<file path="config.mk">
export PLATFORM = sky130hd
export DESIGN_NAME = cmd_arb
export DESIGN_NICKNAME = d
export VERILOG_FILES = /design/src/rtl/cmd_arb_pkg.sv /design/src/rtl/cmd_arb_rr_pick.sv /design/src/rtl/cmd_arb.sv
export SDC_FILE = /design/constraint.sdc
export NUM_CORES = 1
export LEC_CHECK = 0
export ABC_AREA = 1
export BUFFER_PORTS_ARGS = -buffer_cell sky130_fd_sc_hd__buf_4
export CAP_MARGIN = 20
export CORE_MARGIN = 3
export CORE_UTILIZATION = 49
export CTS_CLUSTER_SIZE = 30
export DETAILED_ROUTE_END_ITERATION = 16
export HOLD_SLACK_MARGIN = 0.12
export PLACE_DENSITY = 0.84
export SYNTH_ARGS = -nofsm -noshare
export SYNTH_HDL_FRONTEND = slang
export SYNTH_SLANG_ARGS = --single-unit
</file>
<file path="constraint.sdc">
create_clock -name clk -period 3.6 [get_ports clk]
set_input_delay 0.72 -clock clk [delete_from_list [all_inputs] [get_ports clk]]
set_output_delay 0.72 -clock clk [all_outputs]
set_load 0.01 [all_outputs]
</file>
<file path="src/rtl/cmd_arb_pkg.sv">
// Shared types and constants for the cmd_proc command arbiter.
// Latency: n/a (types only).
// Backpressure: n/a.
package cmd_arb_pkg;

  typedef enum logic [1:0] {
    IDLE  = 2'd0,
    GRANT = 2'd1,
    EXEC  = 2'd2,
    RESP  = 2'd3
  } arb_state_t;

  // Response codes seen on resp_out
  localparam logic [7:0] RESP_DONE    = 8'hA5;
  localparam logic [7:0] RESP_BUSY    = 8'h5A;
  localparam logic [7:0] RESP_TIMEOUT = 8'hEE;

  // Requester indices
  localparam int REQ_UART = 0;
  localparam int REQ_TOUR = 1;
  localparam int REQ_TEST = 2;

endpackage

</file>
<file path="src/rtl/cmd_arb_rr_pick.sv">
// Round-robin priority picker: first set bit of req searching upward from start, wrapping at N.
// Latency: purely combinational.
// Backpressure: none; any = 0 when no request is set (idx then reads 0).
// Ports: req (request vector), start (search start index), any (a request exists), idx (winner).
module rr_pick #(
  parameter int N = 3
) (
  input  logic [N-1:0]         req,
  input  logic [$clog2(N)-1:0] start,
  output logic                 any,
  output logic [$clog2(N)-1:0] idx
);

  localparam int IW = $clog2(N);

  int            s;
  int            c;
  logic [IW-1:0] cand;

  // Scan from the farthest candidate down to the nearest so the nearest
  // set bit overwrites the others. Candidates are reduced modulo N before
  // use, so an index at or above N can never be produced.
  always_comb begin
    any  = 1'b0;
    idx  = '0;
    c    = 0;
    cand = '0;
    s    = (int'(start) < N) ? int'(start) : 0;
    for (int k = N - 1; k >= 0; k--) begin
      c = s + k;
      if (c >= N) c = c - N;
      cand = IW'(c);
      if (req[cand]) begin
        any = 1'b1;
        idx = cand;
      end
    end
  end

endmodule

</file>
<file path="src/rtl/cmd_arb.sv">
// Arbiter sharing the cmd_proc command/response channel among NUM_REQ sources (0 UART, 1 tour, 2 test).
// Latency: req_rdy in cycle n -> cmd/cmd_rdy/gnt in n+1; send_resp -> resp_vld/resp_out next cycle.
// Backpressure: grant is held until cmd_proc responds; at least one idle cycle between commands.
// Ports: req_cmd/req_rdy/req_clr toward sources; cmd/cmd_rdy/clr_cmd_rdy/send_resp/resp_in toward
// cmd_proc; resp_out + one-hot resp_vld back to the owner; gnt one-hot grant; busy when not IDLE.
// Optional: define CMD_ARB_TIMEOUT_EN for a watchdog that answers RESP_TIMEOUT after TIMEOUT_CYC clocks.
module cmd_arb
  import cmd_arb_pkg::*;
#(
  parameter int          NUM_REQ     = 3,
  parameter int          CMD_W       = 16,
  parameter logic [23:0] TIMEOUT_CYC = 24'hFFFFFF
) (
  input  logic                     clk,
  input  logic                     rst,
  input  logic [NUM_REQ*CMD_W-1:0] req_cmd,
  input  logic [NUM_REQ-1:0]       req_rdy,
  output logic [NUM_REQ-1:0]       req_clr,
  output logic [CMD_W-1:0]         cmd,
  output logic                     cmd_rdy,
  input  logic                     clr_cmd_rdy,
  input  logic                     send_resp,
  input  logic [7:0]               resp_in,
  output logic [7:0]               resp_out,
  output logic [NUM_REQ-1:0]       resp_vld,
  output logic [NUM_REQ-1:0]       gnt,
  output logic                     busy
);

  localparam int IW = $clog2(NUM_REQ);

  arb_state_t          state, state_nxt;
  logic [IW-1:0]       gnt_idx, rr_ptr, pick_idx;
  logic                pick_any;
  logic [CMD_W-1:0]    pick_cmd;
  logic [NUM_REQ-1:0]  gnt_oh;
  logic                cap_resp;
  logic [7:0]          cap_val;
  logic                timeout;

  rr_pick #(.N(NUM_REQ)) u_pick (
    .req   (req_rdy),
    .start (rr_ptr),
    .any   (pick_any),
    .idx   (pick_idx)
  );

  always_comb begin
    pick_cmd = '0;
    for (int i = 0; i < NUM_REQ; i++) begin
      if (pick_idx == IW'(i)) pick_cmd = req_cmd[i*CMD_W +: CMD_W];
    end
  end

  always_comb begin
    for (int i = 0; i < NUM_REQ; i++) gnt_oh[i] = (gnt_idx == IW'(i));
  end

`ifdef CMD_ARB_TIMEOUT_EN
  logic [23:0] wdog;

  // Zero whenever idle/responding, so it starts from 0 on every GRANT entry
  // and keeps counting across GRANT -> EXEC.
  always_ff @(posedge clk or posedge rst) begin
    if (rst)                                wdog <= '0;
    else if (state == GRANT || state == EXEC) wdog <= wdog + 24'd1;
    else                                    wdog <= '0;
  end

  assign timeout = (state == GRANT || state == EXEC) && (wdog == TIMEOUT_CYC - 24'd1);
`else
  logic unused_timeout_cyc;
  assign unused_timeout_cyc = ^TIMEOUT_CYC;
  assign timeout = 1'b0;
`endif

  always_ff @(posedge clk or posedge rst) begin
    if (rst) state <= IDLE;
    else     state <= state_nxt;
  end

  always_comb begin
    state_nxt = state;
    req_clr   = '0;
    cap_resp  = 1'b0;
    cap_val   = resp_in;
    busy      = (state != IDLE);
    gnt       = (state != IDLE) ? gnt_oh : '0;
    resp_vld  = (state == RESP) ? gnt_oh : '0;
    case (state)
      IDLE: begin
        if (pick_any) state_nxt = GRANT;
      end
      GRANT: begin
        // A timeout also clears the source so it stops re-requesting.
        req_clr = gnt_oh & {NUM_REQ{clr_cmd_rdy | timeout}};
        if (clr_cmd_rdy && send_resp) begin
          cap_resp  = 1'b1;
          state_nxt = RESP;
        end else if (timeout) begin
          cap_resp  = 1'b1;
          cap_val   = RESP_TIMEOUT;
          state_nxt = RESP;
        end else if (clr_cmd_rdy) begin
          state_nxt = EXEC;
        end
      end
      EXEC: begin
        // send_resp has priority over a same-cycle timeout.
        if (send_resp) begin
          cap_resp  = 1'b1;
          state_nxt = RESP;
        end else if (timeout) begin
          cap_resp  = 1'b1;
          cap_val   = RESP_TIMEOUT;
          state_nxt = RESP;
        end
      end
      RESP: begin
        state_nxt = IDLE;
      end
      default: state_nxt = IDLE;
    endcase
  end

  always_ff @(posedge clk or posedge rst) begin
    if (rst) begin
      gnt_idx  <= '0;
      rr_ptr   <= '0;
      cmd      <= '0;
      cmd_rdy  <= 1'b0;
      resp_out <= '0;
    end else begin
      // Command is frozen at grant; later req_cmd/req_rdy changes are ignored.
      if (state == IDLE && pick_any) begin
        gnt_idx <= pick_idx;
        cmd     <= pick_cmd;
      end
      cmd_rdy <= (state_nxt == GRANT);
      if (cap_resp) resp_out <= cap_val;
      if (state == RESP) rr_ptr <= (gnt_idx == IW'(NUM_REQ - 1)) ? '0 : gnt_idx + 1'b1;
    end
  end

endmodule

</file>
==> results of run 1 <==
## registers in the layout (all words and copies together), names as in the netlist
signal    flops
cmd_rdy       1
state         2
cmd          16
resp_out      8
gnt_idx       2
rr_ptr        2
## layer usage
metal	share of wire, %	vias up
met3	6.5	10
met1	38	905
met5	0	-
met2	53	69
met4	1.7	0
li1	-	1003
## kinds of logic (layout without fill, tap and decap cells)
group | count (synthesis) | count (layout) | share of synthesized area, %
simple gates | 168 | 168 | 36.7
flops | 31 | 31 | 40.6
buf+inv | 30 | 129 | 7.67
compound gates | 14 | 14 | 5.05
fa+ha+maj | 8 | 8 | 5.24
mux | 8 | 8 | 4.72
## metrics by stage
step | instances | hold slack [ns]
after global placement | 398 | 0.465
after CTS | 406 | 0.486
after floorplan | 259 | 0.501
after detailed placement | 398 | 0.467
after global routing | 406 | 0.507
final | 406 | 0.480
## area by class of cell
| type | instances | area (um^2) | area share, % |
|---|---|---|---|
| clock buffer | 7 | 96.3 | 3.50 |
| clock inverter | 1 | 7.51 | 0.273 |
| timing repair buffer | 99 | 743 | 27.0 |
| sequential | 31 | 776 | 28.2 |
| inverter | 22 | 83.8 | 3.04 |
| tap | 48 | 60.1 | 2.18 |
| multi-input combinational | 198 | 987 | 35.8 |
## synthesized netlist by cell type, drive strengths merged
master and number:
nand3b 1, nand3 27, o31ai 1, ha 8
a32o 1, and3 1, o21ai 5, inv 21
buf 8, or2 3, nor2 42, o21a 1
a21oi 4, mux2 8, nand2 94, clkinv 1
o21bai 2, dfrtp 31
## where the power goes
part	switching, mW	internal [mW]	leakage, nW
combinational	0.928	0.658	1.12
clock	0.133	0.174	0.0505
sequential	0.108	0.535	0.378
total	1.17	1.37	1.55
## final timing paths
path                                  startpoint             endpoint  slack (ns)  depth (start not counted)
min                          cmd[15]$_DFFE_PP0P_  cmd[15]$_DFFE_PP0P_        0.48                          2
max in group asynchronous                    rst   cmd[3]$_DFFE_PP0P_        2.37                          3
max                        rr_ptr[0]$_DFFE_PP0P_  cmd[10]$_DFFE_PP0P_        1.31                         14
min reg2reg                  cmd[15]$_DFFE_PP0P_  cmd[15]$_DFFE_PP0P_        0.48                          2
max reg2reg                rr_ptr[0]$_DFFE_PP0P_  cmd[10]$_DFFE_PP0P_        1.31                         14
min in group asynchronous                    rst  cmd[13]$_DFFE_PP0P_        0.59                          2
## worst min-delay path: cells and delay by family (launching register included)
kind / cells / cell delay [ns]
AND/OR/NAND/NOR: 2 / 0.10
flip-flops: 1 / 0.34
==> results by group, run 1 <==
Critical path
  • Crit path DAT: 2.47 ns
  • CP peak stage delay: 0.43 ns
  • Slowest CP cell: nand2_1
  • Buf/Inv on CP: 3
  • Crit start category: flop
  • Crit-path most repeated cell: nand2_1
  • WP data required: 3.78 ns
  • CP Max Fanout: 18
  • Top delay family on crit path: simple AND/OR/NAND/NOR gates
  • Crit-path cells: inv_1 > ha_1 > inv_2 > nand2_1 > nand3_1 > nand2_1 > nor2_1 > nand2_1 > nand2_1 > inv_1 > nand2_1 > nand2_1 > nand3_1 > nand2_1
  • Crit. End Element: flop
  • Kind of critical path: reg2reg

Logic synthesis
  • Syn Area/Cell: between 7 and 8 um^2
  • Area share of the largest cell type after synthesis: 40.6%
  • Register area share after synthesis: 40.6%
  • Synth cell types: 25
  • Register bit total from synthesis: 31
  • Largest area contributor in the netlist: dfrtp_1
  • Post-synth net total: 330
  • YS warnings: 0
  • Synth area leaders: dfrtp_1 41%, nand2_1 18%, nor2_1 8.3%
  • Mapped Area: 1910 um^2
  • Gate Count Post-Synth: around 260

Pwr
  • Worst VDD drop: 0.587 mV
  • PwrDens: 920 nW/um^2
  • Final total power: 2.53 mW
  • Pleak: 1.55 nW

Clocking
  • Setup repair bufs after CTS: 0
  • Post_cts resized: 0
  • CTS Root Cell: clkbuf_8
  • Clock Pin Slew Worst Setup and Hold Paths: 0.07 ns
  • CTS H-tree lvls: 2
  • TritonCTS buffer count: 5
  • Hold-fix buffers at CTS: 0
  • CTS Buffer Depth: 2
  • Clock latency on the worst-skew pair: ~0.28 ns
  • CTS tree: built
  • CTS Sinks: 31

Place
  • DP Worst Slack: approximately 1.2 ns
  • Gpl congestion: approximately 0.76
  • Port bufs: 97
  • HPWL Detailed: ~4000 um
  • Post-DP Area: 2650 um^2

Timing
  • Worst Skew: 0.00381 ns
  • FMAX: 0.437 GHz
  • Final hold viol count: 0
  • Fin Setup TNS: 0 ns
  • Period utilization: 63.6%
  • Final Setup Violations: 0
  • Slew Viols, Final: 0
  • Slew headroom: 46.9%
  • Tmin final: 2.29 ns
  • RSZ-0062 raised after global routing: no
  • Worst Tran Pin Value: 0.796 ns
  • PnR worst setup slack: 1.31 ns

Floorplan
  • DIE HEIGHT: between 60 and 70 um
  • Starting Density: 51.4%
  • Die area: 4680 um^2
  • # rows: 22
  • Die Wd: 68.4 um
  • Core Area: around 3700 um^2
  • # IOs: 98

Layout
  • Fillers: between 300 and 400
  • Commonest cells after routing, fill and taps aside: 99 x buf_4, 91 x nand2_1, 42 x nor2_1
  • Most common cell after layout, fill and taps aside: buf_4
  • Final #Nets: between 400 and 500
  • Fin util: between 70% and 80%
  • Layout cells sized above 1: approximately 36%
  • Area Overhead vs Synth: 44.2%
  • Final instance area: between 2000 and 3000 um^2
  • N_diodes: 0

Route
  • DRC: 0
  • Vias: around 2,000
  • First DRT Iteration DRCs: 84
  • Final ANT Viol Nets: 0
  • Vias per cell: between 4 and 5
  • Wire length per cell: ~13 um
  • Drt first pass iters: 4
  • Final wirelength: just over 5000 um

Job
  • Maxcap violations: 0

Hold path
  • Hold/Removal Path Class: reg2reg

Global route
  • Met1 Use GR: 22.7%
  • Vias in the first global route: 1,903
  • Global-route usage over all layers: 22.3%
  • First-pass GRT wire length: 7810 um
  • Met3 global-route usage: 7.22%
  • Grt peak-use layer: met2
  • Initial antenna violation count: 0
  • Largest net degree at the start of global routing: 32
  • Gr ovfl total: 0
  • Global Route met2 Usage: 41.7%

Run status
  • Status: finished, final reports clean
(Power assumes the default switching activity.)
==> run 2: changes to the inputs <==
- ABC_AREA: 1 -> 0
- CORE_UTILIZATION: 49 -> 47
- PLACE_DENSITY: 0.84 -> 0.79
- clock period: 3.6 -> 2.3 ns (I/O delays scaled with it)
==> run 2 against run 1 <==
  * First-iteration DRC count is 17% higher
  * Cell count is 9.4% lower
  * Routed wire length is 7.3% higher
  * Via count is 0.96% lower
  * Design area is 7.3% higher
  * Register-to-register slack worse by 1.1 ns
  * Power is 53% higher
  * Non-clock buffer count is 3 higher
  * Sequential power is 55% higher
  * Combinational power is 52% higher
  * Critical endpoint is now cmd[13]$_DFFE_PP0P_
  * Largest cell class unchanged
==> results by group, run 2 <==
Run status
  • Status: finished, final reports clean (unchanged)

Floorplan
  • Die Wd: 73.4 um (was 68.4 um)
  • Starting Density: 51.1% (was 51.4%)
  • DIE HEIGHT: 73.4 um (was 68.4 um)
  • # IOs: 98 (unchanged)
  • Core Area: 4170 um^2 (was 3720 um^2)
  • Die area: 5380 um^2 (was 4680 um^2)
  • # rows: 23 (was 22)

Critical path
  • Crit path DAT: 2.29 ns (was 2.47 ns)
  • Crit start category: flop (unchanged)
  • Crit. End Element: flop (unchanged)
  • Worst r2r dst: cmd[13]$_DFFE_PP0P_ (was cmd[10]$_DFFE_PP0P_)
  • R2r setup slk: 0.18 ns (was 1.31 ns)
  • FF-to-FF path depth: 7 (was 14)
  • Kind of critical path: reg2reg (unchanged)
  • WP data required: 2.46 ns (was 3.78 ns)
  • R2r startpoint: rr_ptr[0]$_DFFE_PP0P_ (unchanged)
  • CP Max Fanout: 10 (was 18)

Layout
  • N_diodes: 0 (unchanged)
  • Area Overhead vs Synth: 38.6% (was 44.2%)
  • Final #Nets: 388 (was 428)
  • Fillers: 341 (was 319)
  • Most common cell after layout, fill and taps aside: buf_4 (unchanged)
  • Commonest cells after routing, fill and taps aside: 102 x buf_4, 34 x nand2_1, 31 x dfrtp_1 (was 99 x buf_4, 91 x nand2_1, 42 x nor2_1)
  • Register Area: 776 um^2 (unchanged)
  • Multi-input logic area: 1210 um^2 (was 987 um^2)
  • Largest registers: cmd: 16 flops, resp_out: 8 flops (unchanged)
  • Layout cells sized above 1: 50.3% (was 36.0%)
  • Most flops, register: cmd (unchanged)
  • Max FFs per register: 16 (unchanged)

Clocking
  • CTS H-tree lvls: 2 (unchanged)
  • Clock Pin Slew Worst Setup and Hold Paths: 0.07 ns (about the same)
  • CTS tree: built (unchanged)
  • Hold-fix buffers at CTS: 0 (unchanged)
  • CTS Sinks: 31 (unchanged)
  • CTS Root Cell: clkbuf_8 (unchanged)
  • Clock latency on the worst-skew pair: 0.29 ns (was 0.28 ns)
  • TritonCTS buffer count: 5 (unchanged)
  • Setup repair bufs after CTS: 0 (unchanged)
  • CTS Buffer Depth: 2 (unchanged)

Route
  • Wire length per cell: 15.0 um (was 12.7 um)
  • Final ANT Viol Nets: 0 (unchanged)
  • DRC: 0 (unchanged)
  • Max layer used: met4 (unchanged)
  • Drt first pass iters: 4 (unchanged)
  • Vias: 1,968 (was 1,987)
  • Met2 wire length: 2660 um (was 2740 um)
  • Final wirelength: 5510 um (was 5140 um)
  • First DRT Iteration DRCs: 98 (was 84)
  • M1 WL: 2270 um (was 1980 um)
  • Wire length on met3: 495 um (was 334 um)
  • Vias per cell: 5.35 (was 4.89)

Timing
  • RSZ-0062 raised after global routing: no (unchanged)
  • Tmin final: 2.12 ns (was 2.29 ns)
  • Worst Skew: 0.00836 ns (was 0.00381 ns)
  • Worst Tran Pin Value: 0.432 ns (was 0.796 ns)
  • FMAX: 0.471 GHz (was 0.437 GHz)
  • Final Setup Violations: 0 (unchanged)
  • Final hold viol count: 0 (unchanged)
  • Slew headroom: 71.2% (was 46.9%)
  • Fin Setup TNS: 0 ns (unchanged)
  • Period utilization: 92.2% (was 63.6%)
  • Min Hold Slack: 0.242 ns (was 0.480 ns)
  • PnR worst setup slack: 0.179 ns (was 1.31 ns)
  • Slew Viols, Final: 0 (unchanged)

Global route
  • Gr ovfl total: 0 (unchanged)
  • Global-route usage over all layers: 20.4% (was 22.3%)
  • First-pass GRT wire length: 8510 um (was 7810 um)
  • Initial antenna violation count: 0 (unchanged)
  • Largest net degree at the start of global routing: 32 (unchanged)
  • Vias in the first global route: 1,878 (was 1,903)

Logic synthesis
  • Area share of the largest cell type after synthesis: 36.4% (was 40.6%)
  • Number of enable flip-flop cells after synthesis: 0 (unchanged)
  • Register area share after synthesis: 36.4% (was 40.6%)
  • Synth cell types: 44 (was 25)
  • Mapped Area: 2130 um^2 (was 1910 um^2)
  • Asr flop ratio synth: 100% (unchanged)
  • Post-synth net total: 293 (was 330)
  • Top FF cell, synth: dfrtp_1 (unchanged)
  • Synth area leaders: dfrtp_1 36%, o21ai_2 7.0%, a221oi_2 6.3% (was dfrtp_1 41%, nand2_1 18%, nor2_1 8.3%)
  • Syn Area/Cell: 9.60 um^2 (was 7.37 um^2)
  • Most frequent cell after synthesis: nand2_1 (unchanged)
  • Gate Count Post-Synth: 222 (was 259)
  • Commonest cells post-synth: 34 x nand2_1, 31 x dfrtp_1, 23 x nor2_1 (was 91 x nand2_1, 42 x nor2_1, 31 x dfrtp_1)
  • Largest area contributor in the netlist: dfrtp_1 (unchanged)
  • YS warnings: 0 (unchanged)
  • Register bit total from synthesis: 31 (unchanged)

Place
  • Port bufs: 97 (unchanged)
  • HPWL Detailed: 4120 um (was 3990 um)
  • Gpl congestion: 0.785 (was 0.763)
  • DP Worst Slack: 0.161 ns (was 1.22 ns)

Job
  • Maxcap violations: 0 (unchanged)

Pwr
  • PwrDens: 1310 nW/um^2 (was 920 nW/um^2)
  • Worst VDD drop: 0.495 mV (was 0.587 mV)
  • Pleak: 1.44 nW (was 1.55 nW)

Hold path
  • Hold/Removal Path Class: in2async (was reg2reg)
-- run 2: final cells by class --
| type | instances | area share [%] |
|---|---|---|
| clock buffer | 7 | 3.26 |
| sequential | 31 | 26.2 |
| timing repair buffer | 102 | 25.9 |
| clock inverter | 1 | 0.254 |
| inverter | 10 | 1.27 |
| multi-input combinational | 167 | 40.9 |
| tap | 50 | 2.12 |
-- run 2: report_power, final --
part / internal, mW / leakage (nW) / switching (mW) / total [mW]
combinational: 1.09 / 1.01 / 1.32 / 2.41
clock: 0.272 / 0.0505 / 0.205 / 0.477
sequential: 0.820 / 0.380 / 0.177 / 0.996
total: 2.18 / 1.44 / 1.70 / 3.88
-- run 2: routing by layer --
| layer | vias to the layer above | track usage (%) |
|---|---|---|
| met5 | - | 0 |
| li1 | 967 | - |
| met2 | 91 | 33.2 |
| met4 | 0 | 8.05 |
| met3 | 10 | 4.79 |
| met1 | 900 | 26.3 |
-- run 2: critical path, cell delays in order (launching register included) --
cell and delay [ns]:
dfrtp_1 0.37, inv_1 0.06, ha_1 0.45, nor2_2 0.10, a21oi_4 0.24, nand3b_2 0.32, a221oi_2 0.38, o21ai_1 0.10
-- run 2: metrics by stage --
| stage | power, mW | instances | instance area, um^2 | util [%] |
|---|---|---|---|---|
| after floorplan | 2.71 | 222 | 2130 | - |
| final | 3.88 | 368 | 2960 | 70.8 |
| after global placement | 3.28 | 359 | 2820 | 67.5 |
| after detailed placement | 3.35 | 359 | 2820 | 67.5 |
| after CTS | 3.84 | 367 | 2920 | 70.0 |
| after global routing | 4.20 | 368 | 2960 | 70.8 |
-- run 2: cells by family (layout without fill, tap and decap cells) --
kind of cell             Yosys count  in the layout  synth area share (%)
flip-flops                        31             31                  36.4
AND/OR/NAND/NOR                   85             86                  19.8
buffers and inverters             25            120                  8.51
AO/OA/AOI/OAI                     64             64                  25.9
adder cells (fa/ha/maj)            9              9                  5.16
multiplexers                       8              8                  4.23
-- run 2: how the worst max path moves through the flow --
stage                                startpoint  slack (ns)  depth (start not counted)                   to
after floorplan           rr_ptr[0]$_DFFE_PP0P_        0.50                          9  cmd[15]$_DFFE_PP0P_
after global placement    rr_ptr[0]$_DFFE_PP0P_        0.24                          7  cmd[11]$_DFFE_PP0P_
after detailed placement  rr_ptr[0]$_DFFE_PP0P_        0.16                          7  cmd[11]$_DFFE_PP0P_
after CTS                 rr_ptr[0]$_DFFE_PP0P_        0.15                          7  cmd[11]$_DFFE_PP0P_
after global routing      rr_ptr[0]$_DFFE_PP0P_        0.01                          7  cmd[13]$_DFFE_PP0P_
final                     rr_ptr[0]$_DFFE_PP0P_        0.18                          7  cmd[13]$_DFFE_PP0P_
-- run 2: repair_timing --
action,in CTS,in global routing
resized for setup,0,3
setup endpoints to repair,0,16
hold endpoints to repair,0,0
==> run 3: changes to the inputs <==
--- a/config.mk
+++ b/config.mk
@@ -16,2 +16,3 @@
 export PLACE_DENSITY = 0.79
+export RECOVER_POWER = 50
 export SYNTH_ARGS = -nofsm -noshare
--- a/constraint.sdc
+++ b/constraint.sdc
@@ -3,2 +3,2 @@
 set_output_delay 0.46 -clock clk [all_outputs]
-set_load 0.01 [all_outputs]
+set_load 0.005 [all_outputs]
==> run 3 against run 2 <==
  * The run now ends with max-capacitance violations, max-slew violations left
  * Routed wire length down 0.36%
  * Die area stayed put
  * Combinational power fell by 5%
  * Critical endpoint unchanged
==> results by group, run 3 (same netlist as run 2, synthesis figures left out) <==
Global route
  • Gr ovfl total: 0 (unchanged)
  • Vias in the first global route: 1,878 (unchanged)
  • Global-route usage over all layers: 20.4% (unchanged)
  • Initial antenna violation count: 0 (unchanged)
  • Largest net degree at the start of global routing: 32 (unchanged)
  • First-pass GRT wire length: 8510 um (unchanged)

Clocking
  • Hold-fix buffers at CTS: 0 (unchanged)
  • CTS H-tree lvls: 2 (unchanged)
  • Clock Pin Slew Worst Setup and Hold Paths: 0.07 ns (about the same)
  • Post_cts resized: 0 (unchanged)
  • Setup repair bufs after CTS: 0 (unchanged)
  • CTS Buffer Depth: 2 (unchanged)
  • CTS Sinks: 31 (unchanged)
  • TritonCTS buffer count: 5 (unchanged)
  • Clock latency on the worst-skew pair: 0.29 ns (about the same)
  • CTS tree: built (unchanged)
  • CTS Root Cell: clkbuf_8 (unchanged)

Route
  • Final ANT Viol Nets: 0 (unchanged)
  • Vias: 1,963 (was 1,968)
  • First DRT Iteration DRCs: 94 (was 98)
  • Vias per cell: 5.33 (was 5.35)
  • DRC: 0 (unchanged)
  • Final wirelength: 5490 um (was 5510 um)
  • Wire length per cell: 14.9 um (was 15.0 um)
  • Drt first pass iters: 4 (unchanged)

Layout
  • Final instance area: 2950 um^2 (was 2960 um^2)
  • Largest registers: cmd: 16 flops, resp_out: 8 flops (unchanged)
  • Most flops, register: cmd (unchanged)
  • N_diodes: 0 (unchanged)
  • Register Area: 776 um^2 (unchanged)
  • Max FFs per register: 16 (unchanged)
  • Layout cells sized above 1: 50.0% (was 50.3%)
  • Commonest cells after routing, fill and taps aside: 85 x buf_4, 34 x nand2_1, 31 x dfrtp_1 (was 102 x buf_4, 34 x nand2_1, 31 x dfrtp_1)
  • Fillers: 343 (was 341)
  • Final #Nets: 388 (unchanged)
  • Multi-input logic area: 1210 um^2 (unchanged)
  • Area Overhead vs Synth: 38.4% (was 38.6%)
  • Most common cell after layout, fill and taps aside: buf_4 (unchanged)

Timing
  • RSZ-0062 raised after global routing: no (unchanged)
  • Final hold viol count: 0 (unchanged)
  • Final Setup Violations: 0 (unchanged)
  • PnR worst setup slack: 0.181 ns (was 0.179 ns)
  • Fin Setup TNS: 0 ns (unchanged)
  • Worst Skew: 0.00861 ns (was 0.00836 ns)
  • Period utilization: 92.1% (was 92.2%)
  • FMAX: 0.472 GHz (was 0.471 GHz)
  • Slew Viols, Final: 32 (was 0)
  • Tmin final: 2.12 ns (about the same)
  • Worst Tran Pin Value: 1.57 ns (was 0.432 ns)
  • Slew headroom: -4.41% (was 71.2%)

Pwr
  • Worst VDD drop: 0.488 mV (was 0.495 mV)
  • Final total power: 3.76 mW (was 3.88 mW)
  • Pleak: 1.43 nW (was 1.44 nW)
  • PwrDens: 1270 nW/um^2 (was 1310 nW/um^2)

Critical path
  • FF-to-FF path depth: 7 (unchanged)
  • WP data required: 2.46 ns (about the same)
  • CP endpoint: cmd[13]$_DFFE_PP0P_ (unchanged)
  • CP Max Fanout: 10 (unchanged)
  • R2r startpoint: rr_ptr[0]$_DFFE_PP0P_ (unchanged)
  • Worst r2r dst: cmd[13]$_DFFE_PP0P_ (unchanged)
  • Kind of critical path: reg2reg (unchanged)
  • R2r setup slk: 0.18 ns (about the same)
  • Crit start category: flop (unchanged)
  • Crit path DAT: 2.28 ns (was 2.29 ns)
  • Worst setup path start: rr_ptr[0]$_DFFE_PP0P_ (unchanged)
  • Crit. End Element: flop (unchanged)

Place
  • HPWL Detailed: 4120 um (unchanged)
  • Post-DP Area: 2820 um^2 (unchanged)
  • Gpl congestion: 0.785 (unchanged)
  • Port bufs: 97 (unchanged)
  • DP Worst Slack: 0.161 ns (unchanged)

Floorplan
  • Core Area: 4170 um^2 (unchanged)
  • # rows: 23 (unchanged)
  • Starting Density: 51.1% (unchanged)
  • Die area: 5380 um^2 (unchanged)
  • DIE HEIGHT: 73.4 um (unchanged)
  • # IOs: 98 (unchanged)
  • Die Wd: 73.4 um (unchanged)

Run status
  • Violated checks: max-capacitance violations, max-slew violations
  • Status: finished, violations left (was finished, final reports clean)

Hold path
  • Hold path cells: 2
  • Hold/Removal Path Class: in2reg (was in2async)

Job
  • Maxcap violations: 1 (was 0)
==> run 3: cell count changes in the layout (fill, tap and decap cells not counted), sizes merged <==
cell    change
buf        -17
clkbuf     +17
==> run 3: power by group <==
group	total, mW	internal, mW	switching [mW]
registers	0.993	0.820	0.174
logic	2.29	1.07	1.22
clock network	0.476	0.272	0.204
==> run 3: metal layers <==
| layer | track usage [%] | part of all wire, % | vias up |
|---|---|---|---|
| met5 | 0 | 0 | - |
| met4 | 8.05 | 1.7 | 0 |
| met3 | 4.79 | 8.7 | 10 |
| met2 | 33.2 | 48 | 86 |
| met1 | 26.3 | 41 | 898 |
| li1 | - | - | 969 |
==> run 3: metrics by stage <==
step                      instances  hold slack (ns)  util (%)
after floorplan                 222            0.477         -
after global placement          359            0.466      67.5
after detailed placement        359            0.478      67.5
after CTS                       367            0.255      70.0
after global routing            368            0.406      70.7
final                           368            0.407      70.7
==> run 3: how the worst min path moves through the flow <==
| stage | startpoint | slack (ns) | endpoint |
|---|---|---|---|
| 6_report | resp_in[1] | 0.41 | resp_out[1]$_DFFE_PP0P_ |
| 3_5_place_dp | cmd[12]$_DFFE_PP0P_ | 0.48 | cmd[12]$_DFFE_PP0P_ |
| 5_1_grt | resp_in[2] | 0.41 | resp_out[2]$_DFFE_PP0P_ |
| 2_1_floorplan | cmd[10]$_DFFE_PP0P_ | 0.48 | cmd[10]$_DFFE_PP0P_ |
| 3_3_place_gp | cmd[12]$_DFFE_PP0P_ | 0.47 | cmd[12]$_DFFE_PP0P_ |
| 4_1_cts | rst | 0.25 | cmd[14]$_DFFE_PP0P_ |
==> run 3: layout make-up <==
| cell class | instances | area share, % |
|---|---|---|
| Multi-Input combinational cell | 167 | 41.0 |
| Sequential cell | 31 | 26.3 |
| Tap cell | 50 | 2.12 |
| Timing Repair Buffer | 102 | 25.8 |
| Clock inverter | 1 | 0.254 |
| Clock buffer | 7 | 3.26 |
| Inverter | 10 | 1.27 |
==> run 3: critical path, cell delays in order (launching register included) <==
cell      delay (ns)
dfrtp_1         0.37
inv_1           0.06
ha_1            0.45
nor2_2          0.10
a21oi_4         0.24
nand3b_2        0.32
a221oi_2        0.38
o21ai_1         0.10
